===== src/rtl/wordle_pkg.sv =====
// Shared types and constants for the Wordle scoring stage: letter geometry,
// one-hot FSM states and the 2-bit colour codes.
package wordle_pkg;

    localparam int LW = 8;
    localparam int NL = 5;

    typedef enum logic [3:0] {
        QI      = 4'b1000,
        QGREEN  = 4'b0100,
        QYELLOW = 4'b0010,
        QDONE   = 4'b0001
    } state_e;

    localparam logic [1:0] GRAY   = 2'b00;
    localparam logic [1:0] YELLOW = 2'b01;
    localparam logic [1:0] GREEN  = 2'b10;

    // Position 0 is the first letter and sits in the most significant byte.
    function automatic logic [LW-1:0] letter_at(input logic [LW*NL-1:0] w, input int i);
        return w[LW*(NL-1-i) +: LW];
    endfunction

endpackage


===== src/rtl/wordle_scorer_if.sv =====
// Request/result bundle between the game FSM (master) and the scorer (slave).
interface wordle_scorer_if;

    logic                                     Start;
    logic                                     Ack;
    logic [wordle_pkg::LW*wordle_pkg::NL-1:0] guess;
    logic [wordle_pkg::LW*wordle_pkg::NL-1:0] target;
    logic [2*wordle_pkg::NL-1:0]              colors;
    logic                                     win;
    logic                                     q_I;
    logic                                     q_Green;
    logic                                     q_Yellow;
    logic                                     q_Done;

    modport master (
        output Start, Ack, guess, target,
        input  colors, win, q_I, q_Green, q_Yellow, q_Done
    );

    modport slave (
        input  Start, Ack, guess, target,
        output colors, win, q_I, q_Green, q_Yellow, q_Done
    );

endinterface


===== src/rtl/wordle_match_finder.sv =====
// Finds the lowest target position holding a given letter that has not yet
// been credited; hit_o is one-hot (bit 0 = first letter).
module wordle_match_finder
    import wordle_pkg::*;
(
    input  logic [LW-1:0]    letter_i,
    input  logic [LW*NL-1:0] target_i,
    input  logic [NL-1:0]    used_i,
    output logic             found_o,
    output logic [NL-1:0]    hit_o
);

    logic [NL-1:0] cand;
    logic          seen;

    always_comb begin
        hit_o = '0;
        seen  = 1'b0;
        for (int k = 0; k < NL; k++) begin
            cand[k] = !used_i[k] && (letter_at(target_i, k) == letter_i);
            if (cand[k] && !seen) begin
                hit_o[k] = 1'b1;
                seen     = 1'b1;
            end
        end
        found_o = seen;
    end

endmodule


===== src/rtl/wordle_scorer.sv =====
// Scores a five-letter guess against the word of the day: one green pass,
// then one yellow lookup per position, left to right.
//
// state   | meaning
// QI      | idle, previous colours retained, waiting for Start
// QGREEN  | exact-position matches credited for all letters at once
// QYELLOW | position j_q searched for an uncredited match elsewhere
// QDONE   | result held until Ack
module wordle_scorer
    import wordle_pkg::*;
(
    input  logic          Clk,
    input  logic          reset,
    wordle_scorer_if.slave bus
);

    state_e              state_q;
    logic [LW*NL-1:0]    g_q;
    logic [LW*NL-1:0]    t_q;
    logic [2*NL-1:0]     colors_q;
    logic [NL-1:0]       used_q;
    logic [2:0]          j_q;

    logic [LW-1:0]       g_sel;
    logic                j_green;
    logic                found;
    logic [NL-1:0]       hit;

    always_comb begin
        g_sel   = '0;
        j_green = 1'b0;
        for (int i = 0; i < NL; i++) begin
            if (j_q == 3'(i)) begin
                g_sel   = letter_at(g_q, i);
                j_green = (colors_q[2*(NL-1-i) +: 2] == GREEN);
            end
        end
    end

    wordle_match_finder u_match (
        .letter_i (g_sel),
        .target_i (t_q),
        .used_i   (used_q),
        .found_o  (found),
        .hit_o    (hit)
    );

    always_ff @(posedge Clk) begin
        if (reset) begin
            state_q  <= QI;
            g_q      <= '0;
            t_q      <= '0;
            colors_q <= '0;
            used_q   <= '0;
            j_q      <= '0;
        end else begin
            case (state_q)
                QI: begin
                    if (bus.Start) begin
                        g_q      <= bus.guess;
                        t_q      <= bus.target;
                        colors_q <= {NL{GRAY}};
                        used_q   <= '0;
                        state_q  <= QGREEN;
                    end
                end
                QGREEN: begin
                    for (int i = 0; i < NL; i++) begin
                        if (letter_at(g_q, i) == letter_at(t_q, i)) begin
                            colors_q[2*(NL-1-i) +: 2] <= GREEN;
                            used_q[i]                 <= 1'b1;
                        end
                    end
                    j_q     <= '0;
                    state_q <= QYELLOW;
                end
                QYELLOW: begin
                    if (j_q > 3'(NL-1)) begin
                        state_q <= QDONE;
                    end else begin
                        for (int i = 0; i < NL; i++) begin
                            if (j_q == 3'(i) && !j_green && found) begin
                                colors_q[2*(NL-1-i) +: 2] <= YELLOW;
                            end
                        end
                        if (!j_green && found) used_q <= used_q | hit;
                        j_q <= j_q + 3'd1;
                        if (j_q == 3'(NL-1)) state_q <= QDONE;
                    end
                end
                QDONE: begin
                    if (bus.Ack) state_q <= QI;
                end
                default: state_q <= QI;
            endcase
        end
    end

    assign bus.colors   = colors_q;
    assign bus.q_I      = state_q[3];
    assign bus.q_Green  = state_q[2];
    assign bus.q_Yellow = state_q[1];
    assign bus.q_Done   = state_q[0];
    assign bus.win      = (state_q == QDONE) && (colors_q == {NL{GREEN}});

endmodule


===== src/flat_wrapper.sv =====
// flat-port wrapper written by rule: the top's interface ports become plain ports
module wordle_scorer_flat import wordle_pkg::*;
  (Clk, reset, bus_Start, bus_Ack, bus_guess, bus_target, bus_colors, bus_win, bus_q_I, bus_q_Green, bus_q_Yellow, bus_q_Done);
  wordle_scorer_if bus_i ();
  input  logic Clk;
  input  logic reset;
  input wire logic [$bits(bus_i.Start)-1:0] bus_Start;
  input wire logic [$bits(bus_i.Ack)-1:0] bus_Ack;
  input wire logic [$bits(bus_i.guess)-1:0] bus_guess;
  input wire logic [$bits(bus_i.target)-1:0] bus_target;
  output wire logic [$bits(bus_i.colors)-1:0] bus_colors;
  output wire logic [$bits(bus_i.win)-1:0] bus_win;
  output wire logic [$bits(bus_i.q_I)-1:0] bus_q_I;
  output wire logic [$bits(bus_i.q_Green)-1:0] bus_q_Green;
  output wire logic [$bits(bus_i.q_Yellow)-1:0] bus_q_Yellow;
  output wire logic [$bits(bus_i.q_Done)-1:0] bus_q_Done;
  assign bus_i.Start = bus_Start;
  assign bus_i.Ack = bus_Ack;
  assign bus_i.guess = bus_guess;
  assign bus_i.target = bus_target;
  assign bus_colors = bus_i.colors;
  assign bus_win = bus_i.win;
  assign bus_q_I = bus_i.q_I;
  assign bus_q_Green = bus_i.q_Green;
  assign bus_q_Yellow = bus_i.q_Yellow;
  assign bus_q_Done = bus_i.q_Done;
  wordle_scorer u_core (.Clk(Clk), .reset(reset), .bus(bus_i));
endmodule

===== config.mk =====
export PLATFORM = sky130hd
export DESIGN_NAME = wordle_scorer_flat
export DESIGN_NICKNAME = d
export VERILOG_FILES = /design/src/rtl/wordle_pkg.sv /design/src/rtl/wordle_scorer_if.sv /design/src/rtl/wordle_match_finder.sv /design/src/rtl/wordle_scorer.sv /design/src/flat_wrapper.sv
export SDC_FILE = /design/constraint.sdc
export NUM_CORES = 1
export LEC_CHECK = 0
export BUFFER_PORTS_ARGS = -buffer_cell sky130_fd_sc_hd__buf_4
export CAP_MARGIN = 20
export CORE_ASPECT_RATIO = 1.2
export CORE_MARGIN = 3
export CORE_UTILIZATION = 57
export DETAILED_ROUTE_END_ITERATION = 10
export PLACE_DENSITY = 0.81
export SYNTH_ARGS = -nofsm -noshare
export SYNTH_HDL_FRONTEND = slang
export SYNTH_SLANG_ARGS = --single-unit

===== constraint.sdc =====
create_clock -name Clk -period 3.9 [get_ports Clk]
set_clock_uncertainty 0.15 [all_clocks]
set_input_delay 0.78 -clock Clk [delete_from_list [all_inputs] [get_ports Clk]]
set_output_delay 0.78 -clock Clk [all_outputs]
set_load 0.05 [all_outputs]

Word level (Yosys, flattened, before mapping)
Cells that the tools add are included.
W data, S select, Z words.
Word-level totals
  flip-flop bits (word level): 102
  input bits: 84
  output and inout bits: 15
  word-level logic and storage cells: 151
Cells by class
  $add $sub $neg: 1
  order comparisons: 1
  eq/ne operators: 39
  multiplexer cells: 48
  bitwise logic cells: 1
  reduce and logical (&&, ||, !) cells: 47
Operator list (number)
  $eq A8 B8 Y1: 10
  $reduce_and A5 Y1: 10
  $mux W8: 5
  $pmux W10 S3: 1
  $ne A2 B1 Y1 const B: 11
  $logic_and A1 B1 Y1: 21
  $mux W10: 2
  $mux W2: 10
  $mux W1: 19
  $mux W4: 4
  $pmux W4 S4: 1
  $mux W5: 3
  $pmux W5 S3: 1
  $eq A10 B10 Y1 const B: 1
  $eq A2 B2 Y1 const B: 5
  $logic_not A1 Y1: 10
  $eq A3 B2 Y1 const B: 2
  $ne A2 B2 Y1 const B: 3
  $pmux W3 S2: 1
  $or A5 B5 Y5: 1
  $eq A4 B1 Y1 const B: 1
  $eq A4 B2 Y1 const B: 1
  $eq A4 B3 Y1 const B: 1
  $eq A4 B4 Y1 const B: 1
  other kinds (11): 12

Longest topological paths before layout
Gate-level depths: netlist of the first run.
  depth in word-level cells: 25
  depth in mapped cells: 15
  gate-level depth less buffers: 10

By module
Synthesis of the first run repeated with hierarchy kept, for this count alone.
Second synthesis, totals
  cells, all modules: 678
  area, all modules: 5431.5 µm²
By module, submodules not included
  wordle_scorer: instances 1, cells each 607, area an instance 4810.9 µm², seq. area each 2042.0 µm²
  wordle_match_finder: instances 1, cells each 71, area an instance 620.6 µm², seq. area each 0.0 µm²

Worst setup path after synthesis of the first run
OpenSTA, ideal clock, no wires.
  path type: reg2reg
  from: register u_core.j_q[2]
  to: register u_core.colors_q[1] (netlist: u_core.bus.colors[1])
  setup time: 0.121 ns
  arrival time: 3.089 ns
  data required time: 3.629 ns
  slack: 0.540 ns
  cell stages (with the launch flop): 15
  buffers on the path: 4
  clock period less this slack: 3.360 ns
  cells stage by stage: dfxtp_1 > buf_4 > buf_4 > inv_1 > ha_1 > buf_2 > a22o_1 > and2_1 > or3_1 > a2111oi_0 > nand4_1 > nor4bb_1 > buf_4 > a31oi_1 > mux2_2
Between the ends
  longest elaborated chain between the ends: 24
  elaborated cells between the ends (all ways): 45
  classes of those cells: order compare: 1; eq/ne: 11; mux: 15; reduce/logical: 18
Ends and longest elaborated chain
  start, declared: line wordle_scorer.sv:22  | logic [2:0] j_q;
  start signal, assigned: line wordle_scorer.sv:87  | j_q <= j_q + 3'd1;
  $logic_not A3 Y1: line wordle_scorer.sv:33  | if (j_q == 3'(i)) begin
  $mux W8 (5 in a row): line wordle_scorer.sv:33
  $eq A8 B8 Y1: line wordle_match_finder.sv:20  | cand[k] = !used_i[k] && (letter_at(target_i, k) == letter_i);
  $logic_and A1 B1 Y1: line wordle_match_finder.sv:20
  $mux W1: line wordle_match_finder.sv:21  | if (cand[k] && !seen) begin
  $logic_not A1 Y1: line wordle_match_finder.sv:21
  $logic_and A1 B1 Y1: line wordle_match_finder.sv:21
  $mux W1: line wordle_match_finder.sv:21
  [... 4 more ...]
  $logic_and A1 B1 Y1: line wordle_match_finder.sv:21
  $mux W1: line wordle_match_finder.sv:21
  $logic_not A1 Y1: line wordle_match_finder.sv:21
  $logic_and A1 B1 Y1: line wordle_match_finder.sv:21
  $mux W1: line wordle_match_finder.sv:21
  $logic_and A1 B1 Y1: line wordle_scorer.sv:82  | if (j_q == 3'(i) && !j_green && found) begin
  $ne A2 B1 Y1 (no line)
  $reduce_and A5 Y1 (no line) (*)
  end signal, assigned: line wordle_scorer.sv:62  | colors_q <= {NL{GRAY}};
  end, declared: line wordle_scorer.sv:20  | logic [2*NL-1:0] colors_q;
Mark *: on every way between the ends. The rest lies on a longest branch, timed or not.
A chain may end at the register's enable or synchronous reset.

Final worst setup path of the first run
  from: register u_core.j_q[0]
  to: register u_core.colors_q[0] (netlist: u_core.bus.colors[0])
The elaborated chain is that of the path after synthesis.

==> metrics.cfg, run 1 <==
[sta]
hold_viol_final = 0
post-route-period-util_pct = 94.9
tightest_slew_ps = 1020
max_freq_mhz = 270
layout_setup_ws_ps = 198
rsz0062_at_grt = no
setup_viol = 0
final_max_slew_viol_count = 0
worst_hold_slack_ps = 322
maxSlewHeadroom_pct = 32.3
period_needed_ps = 3700

[placement]
portBuffers = 98
place_congestion = 0.965
dpl.hpwl_um = 14700
dpl_worst_slack_ps = -58.4

[run_status]
outcome = completed

[worst_hold_path]
whs_path_depth = 2
hold_path.class = reg -> reg
min_from = u_core.used_q[4]
whs_endpoint = u_core.used_q[4]

[floorplan]
core_area_mm2 = 0.00971
die-height_um = 116
ioPinCount = 99
die_area_mm2 = 0.0114
die_w_um = 97.9
initial_core_util_pct = 59.5
rows = 39

[cts]
h-tree-depth = 3
ctsResizeCount = 1
cts_tree = done
hold_buffers = 0
numCtsBuffers = 9
path_clk_slew_ps = 80
post_cts_buffers = 0
cts_sinks = 102
root_buffer = clkbuf_16
clock_tree.buffer_depth = 2
clk-insertion-delay-late_ps = 350

[power]
p_comb_share_pct = 25.6
power.total_mw = 3.10
ir_drop_mv = 0.271
p_sw_share_pct = 32.5
power_frac_seq_pct = 41.8
powerDensity_mw_per_mm2 = 441
power.internal_mw = 2.09
leakage_nw = 3.06
pwr-share-clk_pct = 32.6
switchingPower_mw = 1.01

[setup_path]
r2r_setup_slack_ps = 200
endpoint_kind = flip-flop
reg2regPathDepth = 12
crit_path_start_kind = flip-flop
max_stage_delay_ps = 500
path_class = reg -> reg
r2r_end = u_core.bus.colors[0]
cp_data_arrival_time_ps = 3860
path_max_fanout = 9
crit_chain = ha_1, ha_1, buf_4, a22o_1, and2_1, or3_1, a222oi_1, nand4_1, nor4bb_2, buf_4, a2111oi_2, o21a_1
worst-path-buf-inv = 2
cp.required_ps = 4050
r2r-start = u_core.j_q[0]
crit_family = compound AO/OA/AOI/OAI gates
critical_path.slowest_cell = a222oi_1

[grt]
track_usage_pct = 33.3
grt_pass1_vias = 5714
grt_pass1_wl_um = 29900
grt_max_degree = 104
overflow = 0
antenna_found_initial = 0

[route]
via_per_inst = 6.24
first_iter_violations = 500
routedWlPerCell_um = 19.3
vias = 6147
drt_drc_violations_left = 0
dr.pass1.iters = 7
routed_wl_um = 19000
antenna_left = 0

[final_layout]
n_antenna_cell = 0
drive_above_1_share_pct = 18.3
syn2layout_area_growth_pct = 21.5
nNetsFinal = 946

[logic_synthesis]
async_flop_share_pct = 0
synth_area_mm2 = 0.00577
synth_cell_types = 60
syn_area_per_cell_um2 = 7.56
syn-num-nets = 853
synth_flop_cell = dfxtp_1
synth_seq_cells = 102
post_synth_inst_count = 764
synth_top_area_share_pct = 35.4
yosysTopAreaCell = dfxtp_1
synth_edf_count = 0
synth.area.top_cells = dfxtp_1 35%, nand2_1 12%, a21oi_1 10%, xor2_1 3.6%, xnor2_1 2.6%
synth-seq-area-share_pct = 35.4
yosys_warnings = 0

[job]
maxCapViolCount = 0

==> how the worst max path moves through the flow <==
stage,from,endpoint,slack (ps),cells past startpoint
2_1_floorplan,u_core.j_q[2],u_core.bus.colors[1],540,14
3_3_place_gp,u_core.j_q[0],u_core.bus.colors[1],20,12
3_5_place_dp,u_core.j_q[0],u_core.bus.colors[1],-60,12
4_1_cts,u_core.j_q[0],u_core.bus.colors[0],160,12
5_1_grt,u_core.j_q[0],u_core.bus.colors[0],30,12
6_report,u_core.j_q[0],u_core.bus.colors[0],200,12
==> cells in the mapped netlist (12+ instances only) <==
| library cell | n |
|---|---|
| nor3_1 | 14 |
| o21ai_0 | 24 |
| and3_1 | 20 |
| a21oi_1 | 121 |
| xor2_1 | 24 |
| nand2_1 | 185 |
| dfxtp_1 | 102 |
| o211ai_1 | 12 |
| nor4_1 | 12 |
| xnor2_1 | 17 |
| clkbuf_1 | 31 |
| nor2_1 | 18 |
==> stage by stage <==
step | TNS (ps) | util, % | instances | cell area, µm²
6_report | 0 | 72.3 | 985 | 7020
5_1_grt | 0 | 72.3 | 985 | 7020
4_1_cts | 0 | 72.2 | 985 | 7010
3_5_place_dp | -142 | 68.7 | 969 | 6670
3_3_place_gp | 0 | 68.7 | 969 | 6670
2_1_floorplan | 0 | - | 764 | 5770
==> sequential cells by signal (all words and copies together), names as in the netlist <==
register,flops
u_core.t_q,40
u_core.state_q,4
u_core.bus.colors,10
u_core.g_q,40
u_core.used_q,5
u_core.j_q,3
==> cell type report <==
cell class	count	area [µm²]
clock buffers	10	239
clock inverters	6	91.3
fillers	769	2690
inverters	8	30.0
multi-input cells	611	3520
flip-flops and latches	102	2040
well taps	123	154
repair buffers	125	938
==> placed cells by master, fill, tap and decap left out, drive strengths merged, types with 5 or more instances in the layout <==
cell    count
nand2     185
buf       125
a21oi     121
dfxtp     102
o21ai      24
xor2       24
and3       20
nor2       18
xnor2      17
nor3       14
nor4       13
o211ai     12
a21o       11
a22o       11
inv        11
nor2b      10
nand3b     10
nand2b     10
clkbuf     10
and3b       9
or3         9
nand4       8
nand3       8
o211a       7
and2        6
a31oi       5
ha          5
==> metal layers <==
layer	track usage, %	part of all wire [%]
met5	0	0
met1	40.3	40
met3	4.78	5.9
met2	58.3	50
met4	16.1	4.1
==> power groups by stage <==
stage / Clock [mW] / Sequential, mW / Combinational (mW)
2_1_floorplan: 0 / 1.27 / 0.525
3_3_place_gp: 0 / 1.31 / 0.752
3_5_place_dp: 0 / 1.31 / 0.778
4_1_cts: 1.01 / 1.29 / 0.787
5_1_grt: 1.06 / 1.30 / 0.872
6_report: 1.01 / 1.29 / 0.794
==> tightest hold or removal path, delay by kind of cell (launching register included) <==
kind,cells,cell delay (ps)
buffers and inverters,1,50
AOI/OAI and AO/OA,1,50
DFF,1,330
==> kinds of logic after synthesis <==
logic type	count (synthesis)	synth area share, %
AO/OA/AOI/OAI	231	25.0
XOR/XNOR	41	6.22
adder cells (fa/ha/maj)	5	1.08
buffers and inverters	51	4.14
flip-flops	102	35.4
multiplexers	2	0.368
AND/OR/NAND/NOR	332	27.8
Power figures use the tool's default switching activity.
==> run 2, diff against run 1 <==
--- a/config.mk
+++ b/config.mk
@@ -9,9 +9,8 @@
 export CAP_MARGIN = 20
 export CORE_ASPECT_RATIO = 1.2
 export CORE_MARGIN = 3
-export CORE_UTILIZATION = 57
+export CORE_UTILIZATION = 30
 export DETAILED_ROUTE_END_ITERATION = 10
-export PLACE_DENSITY = 0.81
 export SYNTH_ARGS = -nofsm -noshare
 export SYNTH_HDL_FRONTEND = slang
 export SYNTH_SLANG_ARGS = --single-unit
==> metrics.cfg, run 2 (synthesis gave the netlist of run 1 again) <==
[run_status]
outcome = completed  ; unchanged

[setup_path]
path_class = reg -> reg  ; unchanged
cp.required_ps = 4000  ; was 4050 ps
crit_path_start_kind = flip-flop  ; unchanged
crit_chain = inv_1, buf_4, ha_1, buf_4, a21o_1, o211a_1, or3_1, a222oi_1, nand4_1, nor4bb_1, buf_2, a31o_1, o41ai_2  ; was ha_1, ha_1, buf_4, a22o_1, and2_1, or3_1, a222oi_1, nand4_1, nor4bb_2, buf_4, a2111oi_2, o21a_1
critical_path.slowest_cell = a222oi_1  ; unchanged
cpMostUsedCell = buf_4
reg2regPathDepth = 13  ; was 12
max_stage_delay_ps = 430  ; was 500 ps
crit_family = compound AO/OA/AOI/OAI gates  ; unchanged
cp_data_arrival_time_ps = 3810  ; was 3860 ps
endpoint_kind = flip-flop  ; unchanged
cp.depth = 13  ; was 12
worst-path-buf-inv = 4  ; was 2
path_max_fanout = 11  ; was 9

[sta]
max_freq_mhz = 270  ; about the same
setup_viol = 0  ; unchanged
post-route-period-util_pct = 95.1  ; was 94.9%
tightest_slew_ps = 850  ; was 1020 ps
totalNegativeSetupSlack_ps = 0  ; unchanged
rsz0062_at_grt = no  ; unchanged
hold_viol_final = 0  ; unchanged
worst_hold_slack_ps = 335  ; was 322 ps
final_max_slew_viol_count = 0  ; unchanged
maxSlewHeadroom_pct = 43.3  ; was 32.3%
period_needed_ps = 3710  ; was 3700 ps

[grt]
overflow = 0  ; unchanged
grt_max_degree = 82  ; was 104
track_usage_pct = 17.6  ; was 33.3%
grt_pass1_vias = 5377  ; was 5714
antenna_found_initial = 0  ; unchanged
grt_pass1_wl_um = 29300  ; was 29900 µm

[final_layout]
syn2layout_area_growth_pct = 27.0  ; was 21.5%
ff_latch_area_mm2 = 0.00204  ; unchanged
drive_above_1_share_pct = 20.3  ; was 18.3%
multiInputGateArea_mm2 = 0.00353  ; was 0.00352 mm²
final_common_cell = nand2_1  ; unchanged
final_core_utilization_pct = 39.6  ; was 72.3%
nNetsFinal = 966  ; was 946
final_cell_mix = 184 x nand2_1, 144 x buf_4, 121 x a21oi_1, 102 x dfxtp_1  ; was 184 x nand2_1, 125 x buf_4, 121 x a21oi_1, 102 x dfxtp_1
fillers = 2022  ; was 769
n_antenna_cell = 0  ; unchanged

[route]
drt_drc_violations_left = 0  ; unchanged
via_per_inst = 5.19  ; was 6.24
antenna_left = 0  ; unchanged
dr.pass1.iters = 5  ; was 7
routed_wl_um = 18700  ; was 19000 µm
routedWlPerCell_um = 16.5  ; was 19.3 µm
vias = 5881  ; was 6147
first_iter_violations = 379  ; was 500

[power]
powerDensity_mw_per_mm2 = 417  ; was 441 mW/mm²
power_frac_seq_pct = 42.4  ; was 41.8%
p_sw_share_pct = 31.5  ; was 32.5%
pwr-share-clk_pct = 31.6  ; was 32.6%
switchingPower_mw = 0.963  ; was 1.01 mW
leakage_nw = 3.16  ; was 3.06 nW
power.total_mw = 3.05  ; was 3.10 mW
ir_drop_mv = 0.210  ; was 0.271 mV
power.internal_mw = 2.09  ; about the same
p_comb_share_pct = 26.0  ; was 25.6%

[cts]
hold_buffers = 0  ; unchanged
cts_tree = done  ; unchanged
cts_sinks = 102  ; unchanged
clk-insertion-delay-late_ps = 350  ; about the same
numCtsBuffers = 9  ; unchanged
path_clk_slew_ps = 60  ; was 80 ps
root_buffer = clkbuf_16  ; unchanged
clock_tree.buffer_depth = 2  ; unchanged
h-tree-depth = 3  ; unchanged

[floorplan]
ioPinCount = 99  ; unchanged
die_w_um = 133  ; was 97.9 µm
core_area_mm2 = 0.0185  ; was 0.00971 mm²
initial_core_util_pct = 31.2  ; was 59.5%
rows = 54  ; was 39
die-height_um = 158  ; was 116 µm
die_area_mm2 = 0.0210  ; was 0.0114 mm²

[placement]
dpl.hpwl_um = 14700  ; about the same
place_congestion = 0.985  ; was 0.965
portBuffers = 98  ; unchanged

[worst_hold_path]
hold_path.class = reg -> reg  ; unchanged
whs_path_depth = 2  ; unchanged

[job]
maxCapViolCount = 0  ; unchanged

==> run 2: changes by cell type in the layout (fill, tap and decap cells not counted) <==
cell        before  now
buf_4          125  144
inv_6            3    0
clkinvlp_4       0    2
a2111oi_0        1    0
a2111oi_2        1    2
buf_2            0    1
clkinv_2         1    2
nand2_2          1    0
nand2_4          0    1
nor4b_1          3    2
nor4b_2          1    2
nor4bb_1         0    1
nor4bb_2         1    0
==> run 2: worst register-to-register path, cell delays in order (launching register included) <==
cell and delay (ps):
dfxtp_1 340, inv_1 60, buf_4 130, ha_1 350, buf_4 220, a21o_1 160, o211a_1 270, or3_1 360
a222oi_1 430, nand4_1 210, nor4bb_1 180, buf_2 170, a31o_1 280, o41ai_2 290
==> run 2: through the flow <==
stage | setup WS (ps) | std cells | cell area (µm²)
after floorplan | 540 | 764 | 5770
after global placement | 69.0 | 1117 | 6980
after detailed placement | 65.6 | 1117 | 6980
after CTS | 53.5 | 1133 | 7310
after global routing | 59.0 | 1134 | 7330
final | 190 | 1134 | 7330
==> run 2: cell type report <==
| type | instances | share of cell area [%] |
|---|---|---|
| timing repair buffer | 145 | 14.8 |
| multi-input combinational | 611 | 48.2 |
| clock buffer | 10 | 3.26 |
| clock inverter | 6 | 1.16 |
| tap | 252 | 4.30 |
| sequential | 102 | 27.8 |
| inverter | 8 | 0.410 |
==> run 2: power by group through the flow <==
| stage | clock network (mW) | logic (mW) | registers [mW] |
|---|---|---|---|
| 5_1_grt | 1.03 | 0.894 | 1.31 |
| 3_5_place_dp | 0 | 0.786 | 1.32 |
| 6_report | 0.965 | 0.795 | 1.30 |
| 4_1_cts | 0.990 | 0.791 | 1.29 |
| 2_1_floorplan | 0 | 0.525 | 1.27 |
| 3_3_place_gp | 0 | 0.786 | 1.32 |
==> run 2: worst paths after layout <==
kind | from | end | slack, ps
worst max-delay path | u_core.j_q[0] | u_core.used_q[3] | 190
worst min-delay path | u_core.g_q[35] | u_core.g_q[35] | 340
worst max register to register | u_core.j_q[0] | u_core.used_q[3] | 190
worst min register to register | u_core.g_q[35] | u_core.g_q[35] | 340
==> run 2: layer usage <==
layer / GRT usage, % / part of all wire, %
met4: 5.94 / 2.4
met5: 0 / 0
met3: 2.77 / 4.8
met1: 22.3 / 44
met2: 30.6 / 49
==> run 2: timing repair <==
item                                    4_1_cts  5_1_grt
endpoints found under the setup margin        0        4
endpoints found under the hold margin         0        0
buffers inserted                              0        0
resized for setup                             0        6
